$ cat config.mk
export PLATFORM = sky130hd
export DESIGN_NAME = id_issue_ctrl
export DESIGN_NICKNAME = d
export VERILOG_FILES = /design/src/rtl/id_issue_ctrl_pkg.sv /design/src/rtl/id_scoreboard.sv /design/src/rtl/id_issue_ctrl.sv
export SDC_FILE = /design/constraint.sdc
export NUM_CORES = 1
export LEC_CHECK = 0
export CORE_MARGIN = 10
export CORE_UTILIZATION = 57
export DETAILED_ROUTE_END_ITERATION = 7
export GPL_TIMING_DRIVEN = 0
export PLACE_DENSITY = 0.87
export SLEW_MARGIN = 40
export SYNTH_ARGS = -nofsm -noshare
export SYNTH_HDL_FRONTEND = slang
export SYNTH_HIERARCHICAL = 1
export SYNTH_SLANG_ARGS = --single-unit
export TNS_END_PERCENT = 30
$ cat constraint.sdc
create_clock -name clk -period 7.5 [get_ports clk]
set_clock_uncertainty 0.2 [all_clocks]
set_input_delay 1.125 -clock clk [delete_from_list [all_inputs] [get_ports clk]]
set_output_delay 1.125 -clock clk [all_outputs]
set_load 0.005 [all_outputs]
$ cat src/rtl/id_issue_ctrl_pkg.sv
// Shared decode definitions for the pipeline stages.
// Provides the base-ISA opcode constants, a decoded-field record and
// helpers that say which source registers an opcode actually reads.
package id_issue_ctrl_pkg;

  localparam logic [6:0] OPC_LOAD   = 7'b0000011;
  localparam logic [6:0] OPC_STORE  = 7'b0100011;
  localparam logic [6:0] OPC_BRANCH = 7'b1100011;
  localparam logic [6:0] OPC_OP     = 7'b0110011;
  localparam logic [6:0] OPC_LUI    = 7'b0110111;
  localparam logic [6:0] OPC_AUIPC  = 7'b0010111;
  localparam logic [6:0] OPC_JAL    = 7'b1101111;

  // Register-related fields of an instruction word.
  typedef struct packed {
    logic [6:0] opcode;
    logic [4:0] rd;
    logic [4:0] rs1;
    logic [4:0] rs2;
  } dec_t;

  // rs1 is read by everything except the upper-immediate forms and JAL.
  function automatic logic uses_rs1(input logic [6:0] opcode);
    logic used;
    case (opcode)
      OPC_LUI, OPC_AUIPC, OPC_JAL: used = 1'b0;
      default:                     used = 1'b1;
    endcase
    return used;
  endfunction

  // rs2 is read only by register-register ALU ops, stores and branches.
  function automatic logic uses_rs2(input logic [6:0] opcode);
    logic used;
    case (opcode)
      OPC_OP, OPC_STORE, OPC_BRANCH: used = 1'b1;
      default:                       used = 1'b0;
    endcase
    return used;
  endfunction

endpackage

$ cat src/rtl/id_scoreboard.sv
// Pending-load scoreboard: one bit per architectural register.
// Ports:
//   clk, rst            clock, async active-high reset
//   set_en_i/set_idx_i  mark a register as awaiting a load result
//   clr_en_i/clr_idx_i  writeback clears the register's pending bit
//   rd_a_idx_i/rd_a_o   read port A (rs1)
//   rd_b_idx_i/rd_b_o   read port B (rs2)
// Reads return the registered state, so a clear becomes visible the
// cycle after it arrives. A set and clear of one register in the same
// cycle leaves it pending. x0 can never be pending.
module id_scoreboard (
  input  logic       clk,
  input  logic       rst,
  input  logic       set_en_i,
  input  logic [4:0] set_idx_i,
  input  logic       clr_en_i,
  input  logic [4:0] clr_idx_i,
  input  logic [4:0] rd_a_idx_i,
  input  logic [4:0] rd_b_idx_i,
  output logic       rd_a_o,
  output logic       rd_b_o
);

  logic [31:0] pending_q;
  logic [31:0] pending_d;
  logic [31:0] set_mask_s;
  logic [31:0] clr_mask_s;

  // Next pending vector: clear first, then set, so set wins; bit 0 forced low.
  always_comb begin
    set_mask_s = set_en_i ? (32'd1 << set_idx_i) : 32'd0;
    clr_mask_s = clr_en_i ? (32'd1 << clr_idx_i) : 32'd0;
    pending_d  = ((pending_q & ~clr_mask_s) | set_mask_s) & ~32'd1;
  end

  // Pending state register.
  always_ff @(posedge clk or posedge rst) begin
    if (rst) begin
      pending_q <= 32'd0;
    end else begin
      pending_q <= pending_d;
    end
  end

  assign rd_a_o = pending_q[rd_a_idx_i];
  assign rd_b_o = pending_q[rd_b_idx_i];

endmodule

$ cat src/rtl/id_issue_ctrl.sv
// Decode/issue front end: a small in-order instruction buffer between
// fetch and decode, with load-use hazard detection and a stall counter.
// Ports:
//   clk, rst                   clock, async active-high reset
//   if_valid/if_instr/if_pc    fetch side offer; if_ready = buffer not full
//   id_valid/id_instr/id_pc    head instruction to issue; id_ready accepts
//   flush                      redirect: drop all buffered instructions
//   wb_valid/wb_rd             load writeback clears a pending register
//   stall_cnt                  saturating count of hazard-stalled cycles
module id_issue_ctrl
  import id_issue_ctrl_pkg::*;
#(
  parameter int DEPTH = 2,
  parameter int CNT_W = 16
) (
  input  logic             clk,
  input  logic             rst,
  input  logic             if_valid,
  input  logic [31:0]      if_instr,
  input  logic [31:0]      if_pc,
  output logic             if_ready,
  output logic             id_valid,
  output logic [31:0]      id_instr,
  output logic [31:0]      id_pc,
  input  logic             id_ready,
  input  logic             flush,
  input  logic             wb_valid,
  input  logic [4:0]       wb_rd,
  output logic [CNT_W-1:0] stall_cnt
);

  localparam int PTR_W  = (DEPTH > 2) ? 2 : 1;
  localparam int CNT_BW = PTR_W + 1;
  localparam logic [CNT_BW-1:0] DEPTH_C = CNT_BW'(DEPTH);
  localparam logic [PTR_W-1:0]  PTR_MAX = PTR_W'(DEPTH - 1);

  logic [31:0]       instr_mem_q [DEPTH];
  logic [31:0]       pc_mem_q    [DEPTH];
  logic [PTR_W-1:0]  wr_ptr_q, wr_ptr_d;
  logic [PTR_W-1:0]  rd_ptr_q, rd_ptr_d;
  logic [CNT_BW-1:0] count_q, count_d;
  logic [CNT_W-1:0]  stall_q, stall_d;

  logic        not_empty_s;
  logic        hazard_s;
  logic        push_s;
  logic        pop_s;
  logic        pend_a_s;
  logic        pend_b_s;
  logic        sb_set_s;
  logic [31:0] head_instr_s;
  dec_t        hd_s;

  // Pointer advance with explicit wrap, so non-power-of-two depths stay correct.
  function automatic logic [PTR_W-1:0] ptr_inc(input logic [PTR_W-1:0] p);
    return (p == PTR_MAX) ? {PTR_W{1'b0}} : p + PTR_W'(1);
  endfunction

  assign head_instr_s = instr_mem_q[rd_ptr_q];
  assign hd_s.opcode  = head_instr_s[6:0];
  assign hd_s.rd      = head_instr_s[11:7];
  assign hd_s.rs1     = head_instr_s[19:15];
  assign hd_s.rs2     = head_instr_s[24:20];

  assign not_empty_s = (count_q != {CNT_BW{1'b0}});
  assign hazard_s    = not_empty_s &
                       ((uses_rs1(hd_s.opcode) & pend_a_s) |
                        (uses_rs2(hd_s.opcode) & pend_b_s));

  assign if_ready = (count_q < DEPTH_C);
  assign id_valid = not_empty_s & ~hazard_s & ~flush;
  assign id_instr = head_instr_s;
  assign id_pc    = pc_mem_q[rd_ptr_q];
  assign stall_cnt = stall_q;

  assign push_s   = if_valid & if_ready & ~flush;
  assign pop_s    = id_valid & id_ready;
  // Loads to x0 never produce a usable result, so they are not tracked.
  assign sb_set_s = pop_s & (hd_s.opcode == OPC_LOAD) & (hd_s.rd != 5'd0);

  id_scoreboard u_scoreboard (
    .clk        (clk),
    .rst        (rst),
    .set_en_i   (sb_set_s),
    .set_idx_i  (hd_s.rd),
    .clr_en_i   (wb_valid),
    .clr_idx_i  (wb_rd),
    .rd_a_idx_i (hd_s.rs1),
    .rd_b_idx_i (hd_s.rs2),
    .rd_a_o     (pend_a_s),
    .rd_b_o     (pend_b_s)
  );

  // Buffer bookkeeping: flush empties the buffer; otherwise push/pop update.
  always_comb begin
    wr_ptr_d = wr_ptr_q;
    rd_ptr_d = rd_ptr_q;
    count_d  = count_q;
    if (flush) begin
      wr_ptr_d = {PTR_W{1'b0}};
      rd_ptr_d = {PTR_W{1'b0}};
      count_d  = {CNT_BW{1'b0}};
    end else begin
      wr_ptr_d = push_s ? ptr_inc(wr_ptr_q) : wr_ptr_q;
      rd_ptr_d = pop_s  ? ptr_inc(rd_ptr_q) : rd_ptr_q;
      case ({push_s, pop_s})
        2'b10:   count_d = count_q + CNT_BW'(1);
        2'b01:   count_d = count_q - CNT_BW'(1);
        default: count_d = count_q;
      endcase
    end
  end

  // Stall counter: counts buffered-but-blocked cycles, saturating at all-ones.
  always_comb begin
    if (hazard_s && !flush && (stall_q != {CNT_W{1'b1}})) begin
      stall_d = stall_q + CNT_W'(1);
    end else begin
      stall_d = stall_q;
    end
  end

  // Control state registers.
  always_ff @(posedge clk or posedge rst) begin
    if (rst) begin
      wr_ptr_q <= {PTR_W{1'b0}};
      rd_ptr_q <= {PTR_W{1'b0}};
      count_q  <= {CNT_BW{1'b0}};
      stall_q  <= {CNT_W{1'b0}};
    end else begin
      wr_ptr_q <= wr_ptr_d;
      rd_ptr_q <= rd_ptr_d;
      count_q  <= count_d;
      stall_q  <= stall_d;
    end
  end

  // Buffer storage: write the fetched word and PC at the write pointer.
  always_ff @(posedge clk or posedge rst) begin
    if (rst) begin
      for (int i = 0; i < DEPTH; i++) begin
        instr_mem_q[i] <= 32'd0;
        pc_mem_q[i]    <= 32'd0;
      end
    end else if (push_s) begin
      instr_mem_q[wr_ptr_q] <= if_instr;
      pc_mem_q[wr_ptr_q]    <= if_pc;
    end
  end

endmodule

---- Word-level counts from Yosys, hierarchy flattened ----
Index checks and enable logic that the tools add are counted.
word-level totals
  bits in registers ....................... 179
  logic and storage cells ................. 87
  input port bits ......................... 75
  output and inout port bits .............. 82
operators by class
  $lt $le $gt $ge ......................... 6
  bitwise gates (word level) .............. 18
  reduce and logical (&&, ||, !) cells .... 11
  eq/ne operators ......................... 10
  mux-type cells .......................... 26
  shift operators ......................... 2
  add/sub/neg operators ................... 5
operators with widths
  operator               count
  $mux 32                9
  $bwmux 64              2
  $shl 1x5->32 const A   2
  $and 32x32->32         1
  $demux 32 s1           1
  $not 32->32            1
  $or 32x32->32          1
  $eq 7x6->1 const B     3
  $add 16x1->16 const B  1
  $ne 16x16->1 const B   1
  $eq 7x7->1 const B     2
  $lt 5x6->1 const B     2
  $and 1x1->1            10
  $bmux 1 s5             2
  $mux 1                 10
  $eq 7x2->1 const B     1
  $eq 7x5->1 const B     1
  $reduce_bool 2->1      3
  $reduce_or 3->1        2
  $reduce_bool 5->1      1
  $ge 2x2->1 const B     2
  $not 1->2              2
  $pmux 2 s2             1
  $logic_and 1x1->1      3
  12 further kinds       14

---- Depth between registers and ports, before layout ----
  depth after elaboration ................. 18
  depth in mapped cells ................... 15
  depth with buffers taken out ............ 11

---- By module ----
The synthesis kept the hierarchy.
modules (own cells, without submodules)
  module         area each (µm²)  seq. area each (µm²)  times used  cells each
  id_issue_ctrl  6612.6           3703.6                1           459
  id_scoreboard  1911.8           775.7                 1           201

---- Least setup slack after synthesis ----
No wires, ideal clock.
  path type ............................... reg2out
  start point ............................. register rd_ptr_q
  end point ............................... output port id_valid
  arrival time ............................ 2.620 ns
  setup slack ............................. 3.555 ns
  buffers on the path ..................... 4
  cell stages (with the launch flop) ...... 12
  cell sequence ........................... dfrtp_1 -> buf_6 -> buf_2 -> buf_1 -> mux2_2 -> buf_6 -> mux4_2 -> nand2b_1 -> o211ai_1 -> nand4_1 -> o211a_1 -> nor3_1
RTL lines
  element                                      line                  source
  start, declared                              id_issue_ctrl.sv:40   logic [PTR_W-1:0] rd_ptr_q, rd_ptr_d;
  start signal, assigned                       id_issue_ctrl.sv:127  rd_ptr_q <= {PTR_W{1'b0}};
  start signal, assigned                       id_issue_ctrl.sv:132  rd_ptr_q <= rd_ptr_d;
  $not 1->2 (not written as such)              id_issue_ctrl.sv:59   assign head_instr_s = instr_mem_q[rd_ptr_q];
  $mux 32 (not written as such) (3 in series)  id_issue_ctrl.sv:59
  net id_instr[20]                             id_issue_ctrl.sv:23   output logic [31:0] id_instr,
  $bmux 1 s5                                   id_scoreboard.sv:46   assign rd_b_o = pending_q[rd_b_idx_i];
  $mux 1 (not written as such)                 id_scoreboard.sv:46
  net pend_b_s                                 id_issue_ctrl.sv:49   logic pend_b_s;
  $and 1x1->1                                  id_issue_ctrl.sv:68   (uses_rs2(hd_s.opcode) & pend_b_s));
  $or 1x1->1                                   id_issue_ctrl.sv:67   ((uses_rs1(hd_s.opcode) & pend_a_s) |
  $and 1x1->1                                  id_issue_ctrl.sv:66   assign hazard_s = not_empty_s &
  $not 1->1                                    id_issue_ctrl.sv:71   assign id_valid = not_empty_s & ~hazard_s & ~flush;
  $and 1x1->1 (2 in series)                    id_issue_ctrl.sv:71
  end, declared                                id_issue_ctrl.sv:22   output logic id_valid,
The timed path passes the listed nets, and every way through them passes these cells. The select of a mux whose other input is x is not followed.

---- Worst setup path after layout ----
  start point ............................. register rd_ptr_q
  end point ............................... output port id_valid
RTL lines
  element                                      line
  $not 1->2 (not written as such)              id_issue_ctrl.sv:59
  $mux 32 (not written as such) (3 in series)  id_issue_ctrl.sv:59
  $bmux 1 s5                                   id_scoreboard.sv:46
  $mux 1 (not written as such)                 id_scoreboard.sv:46
  net pend_b_s                                 id_issue_ctrl.sv:49
  $and 1x1->1                                  id_issue_ctrl.sv:68
  $or 1x1->1                                   id_issue_ctrl.sv:67
  $and 1x1->1                                  id_issue_ctrl.sv:66
  $not 1->1                                    id_issue_ctrl.sv:71
  $and 1x1->1 (2 in series)                    id_issue_ctrl.sv:71
The timed path passes the listed nets, and every way through them passes these cells. The select of a mux whose other input is x is not followed.

==> impl_results.md <==
- Status: finished, final reports clean
- Initial core utilization: about three fifths
- Most frequent cells in the layout: mux2_2, dfrtp_1, clkdlybuf4s50_1
- Post-DP HPWL: 16.6 mm
- Crit path time final: 5.64 ns
- RSZ-0062 raised after global routing: no
- Die Y: 142 um
- Final non-filler cell total: between 1000 and 1500
- Routed Antenna Nets: 0
- Via count: 6201
- Initial antenna violation count: 1
- Async SR Flop Fraction: 100%
- Fmax: 177 MHz
- Die Width: 142 um
- Crit Path Class: flop to output pin
- Hold WC Path Type: flop to flop
- Setup Viol. Count Final: 0
- Mapped Nets: 736
- TritonCTS Buffers: 17
- CTS root buf: clkbuf_16
- Vias in the first global route: approximately 6500
- Placed insts: around 1000
- Cell mode on critical path: buf_1
- Final wirelength: between 20 and 25 mm
- Worst EP arrival: 4.32 ns
- Final period utilization: 75.2%
- Grt ovf: 0
- Clock latency on the worst-skew pair: 0.44 ns
- Pwr Total: 0.00456 W
- Max-slew violations: 0
- Critical Path RT: 6.17 ns
- Setup total negative slack: 0 ns
- Drt via density: 6.00
- # hold bufs at CTS: 0
- Dpl ws: about 2.4 ns
- Slowest CP cell: buf_1
- Pwr/cell area: between 400 and 500 nW/um^2
- Crit-path cells: buf_6 > buf_2 > buf_1 > buf_1 > mux2_2 > nor2b_1 > a22oi_1 > nand3_1 > nand4_1 > o211a_1 > nor3_1 > clkdlybuf4s50_1
- Sequential element share of the synthesized area: between 50% and 60%
- Leak Pwr: 4.59 nW
- Worst Slack Setup Final: ~1.9 ns
- 1st-iter DRT viols: 550
- Final GP Congestion: 0.950
- Maximum VDD drop: 0.283 mV
- CTS Buffer Depth: 2
- Synthesized area per cell: 12.9 sq um
- Sink Count: 179
- CP Capture Type: output pin
- Gr usage total: a little over a fifth
- Synth cell types: 51
- First-pass GRT wire length: between 30 and 40 mm
- Post_cts resized: 0
- R2R setup slack: 2.56 ns
- Final Hold Fails: 0
- Share of cells above drive strength 1: 30.4%
- Hold WS: 0.304 ns
- Core box area: 14600 sq um
- Largest net degree at the start of global routing: 81
- CTS tree: yes
- Synthesis Warnings: 6
- Post-synth EDFFs: 0
- Per-cell routed wire length: 21.6 um
- Post-CTS Setup Inserts: 0
- Worst-margin pin slew: 0.790 ns
- Residual DRC: 0
- Post-Syn Area: 8520 sq um
- Syn Inst Count: 660
- Rel. slew slack: 47.0%
- Synth Flop Type: dfrtp_1
- Commonest non-fill, non-tap cell in the layout: mux2_2
- Startpoint Class: flop
- Max_cap viols: 0
- First drt pass iteration count: 5
- Slowest stage delay, CP: 0.56 ns
- Row count: 44
- Clock H-tree levels: 4
- Die ar.: approximately 20000 sq um
- Clock transition at path regs: 0.07 ns
- Area Overhead vs Synth: 29.0%
- Seq cells post-synth: 179
- Top fanout value on the critical path: 10
- IO Port Bufs: 156
- # IOs: 157
- Nets: 912
## kinds of logic (layout without fill, tap and decap cells)
group	after synthesis	after routing	synth area share, %
flip-flops	179	179	52.5
multiplexers	217	217	29.3
buffers and inverters	38	227	2.25
AO/OA/AOI/OAI	91	91	6.22
other	0	1	0
XOR/XNOR	18	18	1.85
AND/OR/NAND/NOR	116	116	7.72
adder cells (fa/ha/maj)	1	1	0.147
## critical path, delay by kind of cell (launching register included)
family,cells,cell delay (ns)
buf+inv,5,1.97
compound gates,2,0.55
simple gates,4,0.51
mux,1,0.48
flops,1,0.35
## registers in the layout (all words and copies together) (netlist names)
register / cells
pc_mem_q: 64
instr_mem_q: 64
count_q: 2
u_scoreboard/pending_q: 31
stall_cnt: 16
rd_ptr_q: 1
wr_ptr_q: 1
## per-stage QoR
| step | area (sq um) | utilization (%) |
|---|---|---|
| 3_3_place_gp | 10300 | 70.7 |
| 4_1_cts | 11000 | 75.4 |
| 3_5_place_dp | 10400 | 71.0 |
| 6_report | 11000 | 75.4 |
| 5_1_grt | 11000 | 75.4 |
| 2_1_floorplan | 8520 | - |
## metal layers
layer	GRT usage (%)	vias up	part of all wire, %
met2	37.0	264	52
met1	26.4	3136	39
li1	-	2753	-
met5	0	-	0
met3	4.94	48	6.5
met4	9.74	0	2.8
## layout make-up
| type | instances | area, sq um |
|---|---|---|
| clock inverter | 14 | 208 |
| buffer | 28 | 154 |
| antenna | 1 | 2.50 |
| clock buffer | 18 | 439 |
| timing repair buffer | 157 | 1590 |
| multi-input combinational | 443 | 3850 |
| tap | 184 | 230 |
| sequential | 179 | 4480 |
| fill | 903 | 3590 |
| inverter | 10 | 45.0 |
## cell usage after synthesis (3+ instances only)
master	n	area share [%]
mux2i_1	19	2.2
nor2_1	21	0.92
nand4b_1	3	0.31
nor2b_1	5	0.37
mux4_2	4	1.1
nand3_1	16	0.94
mux2_2	192	25
a21oi_1	11	0.65
o21ai_0	59	3.5
nand3b_1	4	0.35
nand4_1	9	0.66
buf_6	4	0.53
nand2b_1	14	1.0
nor3_1	5	0.29
clkbuf_1	7	0.31
nand2_1	17	0.75
dfrtp_1	179	53
a22oi_1	4	0.35
buf_2	9	0.53
nor4_1	3	0.22
or2_2	7	0.51
xnor2_1	6	0.62
buf_1	6	0.26
inv_1	10	0.44
xor2_1	12	1.2
o21ai_1	3	0.18
## worst paths after layout
path                                        startpoint                                    to  cells past startpoint
setup / recovery                  rd_ptr_q$_DFFE_PP0P_                              id_valid                     12
hold / removal             instr_mem_q[26]$_DFFE_PP0P_           instr_mem_q[26]$_DFFE_PP0P_                      1
setup reg to reg                  rd_ptr_q$_DFFE_PP0P_  u_scoreboard/pending_q[14]$_DFF_PP0_                     15
hold reg to reg            instr_mem_q[26]$_DFFE_PP0P_           instr_mem_q[26]$_DFFE_PP0P_                      1
max in group asynchronous                          rst              stall_cnt[7]$_DFFE_PP0P_                      3
min in group asynchronous                          rst           instr_mem_q[10]$_DFFE_PP0P_                      2
## report_power, final
part	leakage, nW	internal [W]	switching (W)
clock network	0.316	0.000599	0.000376
registers	2.21	0.00132	0.000215
logic	2.07	0.00119	0.000858
Note: power is estimated with default switching activity, not from simulation.
